$ cat src/rtl/voice_mixer_if.sv
// voice_mixer_if
//   Trigger/ready/done handshake between voice_mixer and the shared multiplier.
//   master : sequencer side (drives operands and trigger, receives ready/done/product)
//   slave  : multiplier side
//   Signals:
//     mul_a, mul_b  operands (C_WIDTH, unsigned)
//     mul_trigger   multiply request
//     mul_ready     multiplier idle
//     mul_done      multiplier result valid
//     mul_y         unsigned product, already fixed-point scaled (C_WIDTH)
interface voice_mixer_if #(
  parameter int unsigned C_WIDTH = 16
);
  logic [C_WIDTH-1:0] mul_a;
  logic [C_WIDTH-1:0] mul_b;
  logic               mul_trigger;
  logic               mul_ready;
  logic               mul_done;
  logic [C_WIDTH-1:0] mul_y;

  modport master (
    output mul_a,
    output mul_b,
    output mul_trigger,
    input  mul_ready,
    input  mul_done,
    input  mul_y
  );

  modport slave (
    input  mul_a,
    input  mul_b,
    input  mul_trigger,
    output mul_ready,
    output mul_done,
    output mul_y
  );
endinterface

$ cat src/rtl/voice_mixer.sv
// voice_mixer
//   Latches one frame of NUM_VOICES signed samples and unsigned gains, runs one
//   multiply per voice through the shared multiplier (|sample| * gain), sums the
//   signed products and emits one saturated mix sample per frame.
//   Ports:
//     ctl_clk    clock, rising edge
//     reset      asynchronous, active-high
//     start      frame strobe, sampled only in IDLE
//     samples    NUM_VOICES x C_WIDTH two's complement, voice i at [i*C_WIDTH +: C_WIDTH]
//     gains      NUM_VOICES x C_WIDTH unsigned, same packing
//     mul        multiplier handshake (voice_mixer_if.master)
//     mix_out    saturated signed mix, registered
//     mix_valid  one-cycle pulse when mix_out updates
//     busy       high outside IDLE
//     overrun    sticky start-while-busy flag (only with VOICE_MIXER_OVERRUN_EN)
//   Build option: define VOICE_MIXER_OVERRUN_EN to add the overrun port.
module voice_mixer #(
  parameter int unsigned C_WIDTH    = 16,
  parameter int unsigned NUM_VOICES = 4
) (
  input  logic                          ctl_clk,
  input  logic                          reset,
  input  logic                          start,
  input  logic [C_WIDTH*NUM_VOICES-1:0] samples,
  input  logic [C_WIDTH*NUM_VOICES-1:0] gains,
  voice_mixer_if.master                 mul,
  output logic [C_WIDTH-1:0]            mix_out,
  output logic                          mix_valid,
  output logic                          busy
`ifdef VOICE_MIXER_OVERRUN_EN
  ,
  output logic                          overrun
`endif
);

  localparam int unsigned ACC_WIDTH = C_WIDTH + $clog2(NUM_VOICES) + 1;
  localparam int unsigned IDX_W     = (NUM_VOICES > 1) ? $clog2(NUM_VOICES) : 1;
  localparam logic [IDX_W-1:0] LAST_IDX = IDX_W'(NUM_VOICES - 1);
  localparam logic signed [ACC_WIDTH-1:0] SAT_MAX =
    ACC_WIDTH'((64'd1 << (C_WIDTH - 1)) - 64'd1);
  localparam logic signed [ACC_WIDTH-1:0] SAT_MIN = ~SAT_MAX;

  typedef enum logic [1:0] {
    S_IDLE,
    S_ISSUE,
    S_WAIT
  } state_t;

  state_t state_q, state_d;

  logic [C_WIDTH*NUM_VOICES-1:0] samp_q;
  logic [C_WIDTH*NUM_VOICES-1:0] gain_q;
  logic [NUM_VOICES-1:0]         sign_q;
  logic signed [ACC_WIDTH-1:0]   acc_q;
  logic signed [ACC_WIDTH-1:0]   prod_ext;
  logic signed [ACC_WIDTH-1:0]   acc_sum;
  logic [C_WIDTH-1:0]            sat_val;
  logic [IDX_W-1:0]              idx_q;
  logic [IDX_W-1:0]              idx_nxt;
  logic                          armed_q;
  logic                          accept;

  // Magnitude of a two's complement sample; the most negative value maps to
  // 2^(C_WIDTH-1), which is representable as unsigned.
  function automatic logic [C_WIDTH-1:0] mag(input logic [C_WIDTH-1:0] s);
    return s[C_WIDTH-1] ? (~s + C_WIDTH'(1)) : s;
  endfunction

  assign idx_nxt  = idx_q + IDX_W'(1);
  assign prod_ext = {{(ACC_WIDTH - C_WIDTH){1'b0}}, mul.mul_y};
  assign acc_sum  = sign_q[idx_q] ? (acc_q - prod_ext) : (acc_q + prod_ext);
  assign busy     = (state_q != S_IDLE);

  always_comb begin
    if (acc_sum > SAT_MAX)
      sat_val = {1'b0, {(C_WIDTH - 1){1'b1}}};
    else if (acc_sum < SAT_MIN)
      sat_val = {1'b1, {(C_WIDTH - 1){1'b0}}};
    else
      sat_val = acc_sum[C_WIDTH-1:0];
  end

  always_ff @(posedge ctl_clk or posedge reset) begin
    if (reset)
      state_q <= S_IDLE;
    else
      state_q <= state_d;
  end

  // A result is taken only once done has been seen low since the trigger
  // (armed_q), so a level-high done left over from the previous op is skipped.
  always_comb begin
    state_d         = state_q;
    mul.mul_trigger = 1'b0;
    accept          = 1'b0;
    case (state_q)
      S_IDLE: begin
        if (start)
          state_d = S_ISSUE;
      end
      S_ISSUE: begin
        mul.mul_trigger = mul.mul_ready;
        if (mul.mul_ready)
          state_d = S_WAIT;
      end
      S_WAIT: begin
        accept = armed_q & mul.mul_done;
        if (accept)
          state_d = (idx_q == LAST_IDX) ? S_IDLE : S_ISSUE;
      end
      default: state_d = S_IDLE;
    endcase
  end

  // Operands are loaded on the edge entering ISSUE: from the live inputs at
  // frame start, from the latched frame when advancing to the next voice.
  always_ff @(posedge ctl_clk or posedge reset) begin
    if (reset) begin
      samp_q    <= '0;
      gain_q    <= '0;
      sign_q    <= '0;
      acc_q     <= '0;
      idx_q     <= '0;
      armed_q   <= 1'b0;
      mul.mul_a <= '0;
      mul.mul_b <= '0;
      mix_out   <= '0;
      mix_valid <= 1'b0;
    end else begin
      mix_valid <= 1'b0;
      case (state_q)
        S_IDLE: begin
          if (start) begin
            samp_q <= samples;
            gain_q <= gains;
            for (int unsigned i = 0; i < NUM_VOICES; i++)
              sign_q[i] <= samples[i*C_WIDTH + C_WIDTH - 1];
            acc_q     <= '0;
            idx_q     <= '0;
            mul.mul_a <= mag(samples[0 +: C_WIDTH]);
            mul.mul_b <= gains[0 +: C_WIDTH];
          end
        end
        S_ISSUE: begin
          if (mul.mul_ready)
            armed_q <= 1'b0;
        end
        S_WAIT: begin
          if (!mul.mul_done)
            armed_q <= 1'b1;
          if (accept) begin
            acc_q <= acc_sum;
            if (idx_q != LAST_IDX) begin
              idx_q     <= idx_nxt;
              mul.mul_a <= mag(samp_q[idx_nxt*C_WIDTH +: C_WIDTH]);
              mul.mul_b <= gain_q[idx_nxt*C_WIDTH +: C_WIDTH];
            end else begin
              mix_out   <= sat_val;
              mix_valid <= 1'b1;
            end
          end
        end
        default: ;
      endcase
    end
  end

`ifdef VOICE_MIXER_OVERRUN_EN
  always_ff @(posedge ctl_clk or posedge reset) begin
    if (reset)
      overrun <= 1'b0;
    else if (start && busy)
      overrun <= 1'b1;
  end
`endif

endmodule

$ cat src/flat_wrapper.sv
// flat-port wrapper written by rule: the top's interface ports become plain ports
module voice_mixer_flat 
#(
  parameter int unsigned C_WIDTH    = 16,
  parameter int unsigned NUM_VOICES = 4
)
  (ctl_clk, reset, start, samples, gains, mix_out, mix_valid, busy, mul_mul_a, mul_mul_b, mul_mul_trigger, mul_mul_ready, mul_mul_done, mul_mul_y);
  voice_mixer_if #(.C_WIDTH(C_WIDTH)) mul_i ();
  input  logic ctl_clk;
  input  logic reset;
  input  logic start;
  input  logic [C_WIDTH*NUM_VOICES-1:0] samples;
  input  logic [C_WIDTH*NUM_VOICES-1:0] gains;
  output logic [C_WIDTH-1:0] mix_out;
  output logic mix_valid;
  output logic busy;
  output wire logic [$bits(mul_i.mul_a)-1:0] mul_mul_a;
  output wire logic [$bits(mul_i.mul_b)-1:0] mul_mul_b;
  output wire logic [$bits(mul_i.mul_trigger)-1:0] mul_mul_trigger;
  input wire logic [$bits(mul_i.mul_ready)-1:0] mul_mul_ready;
  input wire logic [$bits(mul_i.mul_done)-1:0] mul_mul_done;
  input wire logic [$bits(mul_i.mul_y)-1:0] mul_mul_y;
  assign mul_mul_a = mul_i.mul_a;
  assign mul_mul_b = mul_i.mul_b;
  assign mul_mul_trigger = mul_i.mul_trigger;
  assign mul_i.mul_ready = mul_mul_ready;
  assign mul_i.mul_done = mul_mul_done;
  assign mul_i.mul_y = mul_mul_y;
  voice_mixer #(.C_WIDTH(C_WIDTH), .NUM_VOICES(NUM_VOICES)) u_core (.ctl_clk(ctl_clk), .reset(reset), .start(start), .samples(samples), .gains(gains), .mul(mul_i), .mix_out(mix_out), .mix_valid(mix_valid), .busy(busy));
endmodule
$ cat config.mk
export PLATFORM = sky130hd
export DESIGN_NAME = voice_mixer_flat
export DESIGN_NICKNAME = d
export VERILOG_FILES = /design/src/rtl/voice_mixer_if.sv /design/src/rtl/voice_mixer.sv /design/src/flat_wrapper.sv
export SDC_FILE = /design/constraint.sdc
export NUM_CORES = 1
export LEC_CHECK = 0
export BUFFER_PORTS_ARGS = -buffer_cell sky130_fd_sc_hd__buf_2
export CAP_MARGIN = 20
export CORE_UTILIZATION = 56
export DETAILED_ROUTE_END_ITERATION = 12
export HOLD_SLACK_MARGIN = 0.05
export PLACE_DENSITY = 0.81
export SETUP_SLACK_MARGIN = 0.5
export SLEW_MARGIN = 10
export SYNTH_ARGS = -nofsm -noshare
export SYNTH_HDL_FRONTEND = slang
export SYNTH_SLANG_ARGS = --single-unit
$ cat constraint.sdc
create_clock -name ctl_clk -period 8.5 [get_ports ctl_clk]
set_input_delay 2.125 -clock ctl_clk [delete_from_list [all_inputs] [get_ports ctl_clk]]
set_output_delay 2.125 -clock ctl_clk [all_outputs]
set_load 0.1 [all_outputs]
# [Yosys cells after proc, flatten, opt, wreduce, memory -nomap -nowiden]
# Index checks and enable logic that the tools add are counted.
[totals] out_inout_bits=51 mem_bits_ro=0 input_bits=149 latchBits=0 memories=0 elab_cells=80 ramBits=0 regBits=205
[op_classes] n_mux=35 mul=0 bitwise_logic=4 n_eq_ne=10 magnitude_cmp=3 reduce_logical=10 n_shift=2 addsub=5 n_div=0
[op_table] operator="2-to-1 mux 16 bit" count=10
[op_table] operator="indexed part select 64 x 7 -> 16 bit" count=2
[op_table] operator="case mux 16 bit (2 select lines)" count=2
[op_table] operator="2-to-1 mux 19 bit" count=3
[op_table] operator="case mux 19 bit (2 select lines)" count=1
[op_table] operator="adder 16 x 1 -> 16 bit, second input constant" count=2
[op_table] operator="inverter 16 bit" count=2
[op_table] operator="adder 19 x 17 -> 19 bit" count=1
[op_table] operator="> comparator 19 x 16 -> 1 bit, second input constant" count=1
[op_table] operator="< comparator 19 x 16 -> 1 bit, second input constant" count=1
[op_table] operator="subtractor 19 x 17 -> 19 bit" count=1
[op_table] operator="2-to-1 mux 2 bit" count=6
[op_table] operator="AND reduction 3 bit" count=4
[op_table] operator="2-to-1 mux 1 bit" count=9
[op_table] operator="!= test 2 bit, second input constant" count=4
[op_table] operator="!= test 2 x 1 -> 1 bit, second input constant" count=3
[op_table] operator="case mux 2 bit (3 select lines)" count=1
[op_table] operator="nonzero test 2 bit" count=3
[op_table] operator="equality test 2 bit, second input constant" count=2
[op_table] operator="case mux 2 bit (2 select lines)" count=1
[op_table] operator="AND reduction 4 bit" count=1
[op_table] operator="< comparator 2 x 3 -> 1 bit, second input constant" count=1
[op_table] operator="adder 2 x 1 -> 2 bit, second input constant" count=1
[op_table] operator="binary-select mux 1 bit (select 2 bit)" count=1
[op_table] operator="other kinds (6)" count=6

# [Longest topological paths before layout]
[logic_depth] depth_word=8 depth_mapped=17 depth_no_buf=16

# [Least setup slack after synthesis]
# Ideal clock, no wire load.
[synth_path] kind="input -> register" from="input port mul_mul_y[8]" to="register u_core.mix_out[0]" path_stages=15 n_path_buf=1 arrival_time_ns=5.355 t_required_ns=8.374 setup_ns=0.126 setup_slack_ns=3.019 cell_sequence="or3_1 nor4_1 nor2b_1 nor2_1 xnor2_1 ha_1 nand3_1 o211ai_1 a21oi_1 o21a_1 a21bo_2 xnor3_1 a32o_1 buf_2 a221o_1"
[synth_via] elab_chain_cells=5 elab_cells_between_ends=7 cone_classes="add/sub: 2; order compare: 2; mux: 3"
[synth_rtl] item="start: declaration" line="flat_wrapper.sv:22" rtl="input wire logic [$bits(mul_i.mul_y)-1:0] mul_mul_y;"
[synth_rtl] item="adder 19 x 17 -> 19 bit / subtractor 19 x 17 -> 19 bit (equally long branches)" line="voice_mixer.sv:71" rtl="assign acc_sum = sign_q[idx_q] ? (acc_q - prod_ext) : (acc_q + prod_ext);"
[synth_rtl] item="2-to-1 mux 19 bit (*)" line="voice_mixer.sv:71"
[synth_rtl] item="< comparator 19 x 16 -> 1 bit" line="voice_mixer.sv:77" rtl="else if (acc_sum < SAT_MIN)"
[synth_rtl] item="2-to-1 mux 16 bit" line="voice_mixer.sv:77"
[synth_rtl] item="2-to-1 mux 16 bit (*)" line="voice_mixer.sv:75" rtl="if (acc_sum > SAT_MAX)"
[synth_rtl] item="end signal: assignment" line="voice_mixer.sv:158" rtl="mix_out <= sat_val;"
[synth_rtl] item="end: declaration" line="voice_mixer.sv:27" rtl="output logic [C_WIDTH-1:0] mix_out,"
# Every way passes the cells marked *; elsewhere a longest branch is shown, timed or not.
# A chain may end at the register's enable or synchronous reset.

# [Final worst setup path]
[layout_path] from="input port mul_mul_y[0]" to="register u_core.mix_out[6]"
# The elaborated chain is that of the path after synthesis.

==> impl_metrics.toml <==
[routing]
num_vias = 7557
drtIter0Drc = 400
via_per_inst = 5.84
ant_nets = 0
wire_per_inst_um = 19.0
drc = 0
routed_wl_um = 24600
first_pass_iters = 6

[synth]
yosysTopAreaCellShare_pct = 49.1
synth_compound_area_share_pct = 11.4
ys_types = 53
async_flop_share_pct = 100
yosys.area.top_type = "dfrtp_1"
synth_ff_type = "dfrtp_1"
syn_area_um2 = 10200
ys_ff_latch = 201
synthMuxAreaShare_pct = 21.7
synthXorXnorAreaFrac_pct = 4.92
syn_area_per_cell_um2 = 12.0
synth_edf_count = 0
synth_area_leaders = "dfrtp_1 49%, mux2_2 15%, mux4_2 6.8%"
ys_warn_count = 0
synthSimpleGateAreaFrac_pct = 7.51
syn_inst = 857
synth_top_family_by_area = "multiplexers"
synthAdderAreaFrac_pct = 2.88
syn-num-nets = 1029
yosysSeqAreaShare_pct = 49.1

[timing]
worstMarginPinSlew_ns = 1.00
drv_slew = 0
tns_ns = 0
period_needed_ns = 5.60
max_slew_margin_pct = 33.1
finalHoldViolations = 0
setup_viol = 0
rsz0062_at_grt = "no"
fin_crit_sh_pct = 65.9
fmax_ghz = 0.179
fin_skew_ns = 0.00999

[layout]
multi_input_area_um2 = 4970
fin_cells = 1294
finish.net_count = 1218
drive_gt1_share_pct = 39.6
area_growth_syn_to_layout_pct = 19.4
n_fill_cell = 1340
register_area_um2 = 5030

[global_route]
grt_max_degree = 126
grt_pass1_vias = 7549
grt_pass1_wl_um = 38600
grt_overflow = 0
track_usage_pct = 26.6
antenna_found_initial = 4

[power]
ir_worst_vdd_mv = 0.405
powerDensity_nw_per_um2 = 471
leakage_nw = 5.61

[placed_design]
io_buffers = 199
hpwl_um = 16600
place_inst = 1250
finalWeightedCongestion = 0.943

[status]
status = "complete, no violations"

[floorplan]
die_height_um = 137
core_area_um2 = 18000
ios = 200
initial_utilization_pct = 57.0
rows = 49
die_width_um = 137
die-area_um2 = 18800

[clock_network]
clkSinkCount = 201
cts_tree = "done"
post_cts_resized = 0
cts_root_buf = "clkbuf_16"
numCtsBuffers = 23
clockBufferDepth = 3
path_clk_slew_ns = 0.06
cts_max_level = 1
worstSkewPairLatency_ns = 0.51
cts_hold_buf = 0
post_cts_buffers = 0

[setup_path]
r2r_cells = 10
crit_path_start = "mul_mul_y[0]"
r2r_slack_ns = 4.18
rr_endpoint = "u_core.mul.mul_a[14]"
crit_fanout = 15
rr_startpoint = "u_core.idx_q[0]"
crit_type = "in -> reg"
required_ns = 8.89
worstPathArrival_ns = 5.98
start_kind = "input pin"
endpoint_kind = "register"
crit_end = "u_core.mix_out[6]"

[flow_run]
drv_cap = 0

[hold_path]
hold_class = "reg -> reg"
per-layer routing:
layer	track usage (%)	wire (µm)
met5	0	0
met3	6.44	1810
met1	35.1	10700
met2	43.9	11700
met4	6.90	474
Yosys cell counts, drive strengths merged, types with 4 or more instances:
| cell type | number |
|---|---|
| nor2b | 4 |
| dfrtp | 201 |
| nand3 | 7 |
| inv | 19 |
| nor4 | 4 |
| mux2 | 132 |
| o21ai | 56 |
| mux2i | 4 |
| or4 | 4 |
| o41ai | 4 |
| o22ai | 19 |
| o211ai | 4 |
| a21oi | 35 |
| mux4 | 31 |
| ha | 22 |
| clkbuf | 34 |
| nand2 | 75 |
| a221o | 15 |
| o21a | 5 |
| nor2 | 41 |
| a22o | 17 |
| nor3 | 11 |
| xnor2 | 32 |
| xor2 | 23 |
| buf | 10 |
| a21o | 8 |
| nand2b | 8 |
layout by cell type (no fill, tap or decap), drive strengths merged, types with 2 or more instances in the layout:
cell type	instances
o31ai	3
clkbuf	33
clkinvlp	3
buf	208
bufinv	2
xor2	23
xnor2	32
a21o	8
a22o	17
a211oi	2
o21ai	56
and2	3
dfrtp	201
nand2	75
nor4	4
o21a	5
clkinv	2
or2	3
or3	3
mux2i	4
diode	3
mux2	132
a31oi	3
ha	22
a221o	15
mux4	31
nor3	11
nand2b	8
o22ai	19
o211ai	4
nor2	41
a21oi	35
inv	20
nand3b	3
nor2b	4
or4	4
nand3	7
o41ai	4
worst min-delay path by stage:
stage / cells past startpoint / slack, ns / endpoint / start
after floorplan: 1 / 0.44 / u_core.acc_q[18] / u_core.acc_q[18]
after global placement: 2 / 0.45 / u_core.mul.mul_a[13] / u_core.mul.mul_a[13]
after detailed placement: 2 / 0.46 / u_core.mul.mul_a[13] / u_core.mul.mul_a[13]
after CTS: 2 / 0.47 / u_core.mul.mul_a[13] / u_core.mul.mul_a[13]
after global routing: 2 / 0.50 / u_core.mul.mul_a[13] / u_core.mul.mul_a[13]
final: 2 / 0.47 / u_core.mul.mul_a[13] / u_core.mul.mul_a[13]
stage by stage:
step / setup slack (ns) / cell area [µm²] / total power, mW / hold slack [ns] / utilization, %
final: 2.90 / 12200 / 5.76 / 0.470 / 68.1
after global placement: 2.51 / 11400 / 4.65 / 0.452 / 63.7
after floorplan: 0.893 / 10200 / 4.11 / 0.441 / -
after global routing: 2.60 / 12200 / 6.09 / 0.497 / 68.1
after CTS: 2.92 / 12200 / 5.77 / 0.471 / 68.1
after detailed placement: 2.39 / 11400 / 4.73 / 0.457 / 63.7
state kept, by name, summed over array words and instances, names as in the netlist:
register / flops
u_core.acc_q: 19
u_core.armed_q: 1
u_core.gain_q: 64
u_core.idx_q: 2
u_core.mix_out: 16
u_core.mix_valid: 1
u_core.mul.mul_a: 16
u_core.mul.mul_b: 16
u_core.samp_q: 60
u_core.sign_q: 4
u_core.state_q: 2
report_power, final:
group          leakage (nW)  switching [mW]  internal, mW  total [mW]
combinational          2.78            1.88          1.24        3.11
clock                 0.373           0.394         0.612        1.01
sequential             2.46           0.238          1.40        1.64
logic make-up after synthesis:
family | after synthesis
and+or+nand+nor | 168
buffers and inverters | 63
DFF | 201
adders and majority gates | 23
xor gates and xnor gates | 56
AOI/OAI and AO/OA | 179
muxes | 167
area by class of cell:
type                    instances  share of cell area, %
flip-flops and latches        201                   41.1
multi-input cells             593                   40.7
repair buffers                208                   8.80
clock buffers                  33                   5.50
well taps                     229                   2.34
clock inverters                 8                  0.859
inverters                      19                  0.644
diodes                          3                 0.0614
critical path: stages:
cell and delay (ns):
buf_2 0.13, inv_1 0.06, ha_1 0.18, nand2_1 0.06, nor3_1 0.26, nor3b_1 0.46, a21oi_1 0.16, xnor2_1 0.15
ha_1 0.35, a21oi_1 0.20, o211ai_1 0.11, a21oi_1 0.19, o21a_1 0.20, a21bo_2 0.17, xnor3_1 0.35, a32o_1 0.43
a221o_1 0.37
(Power assumes the default switching activity.)
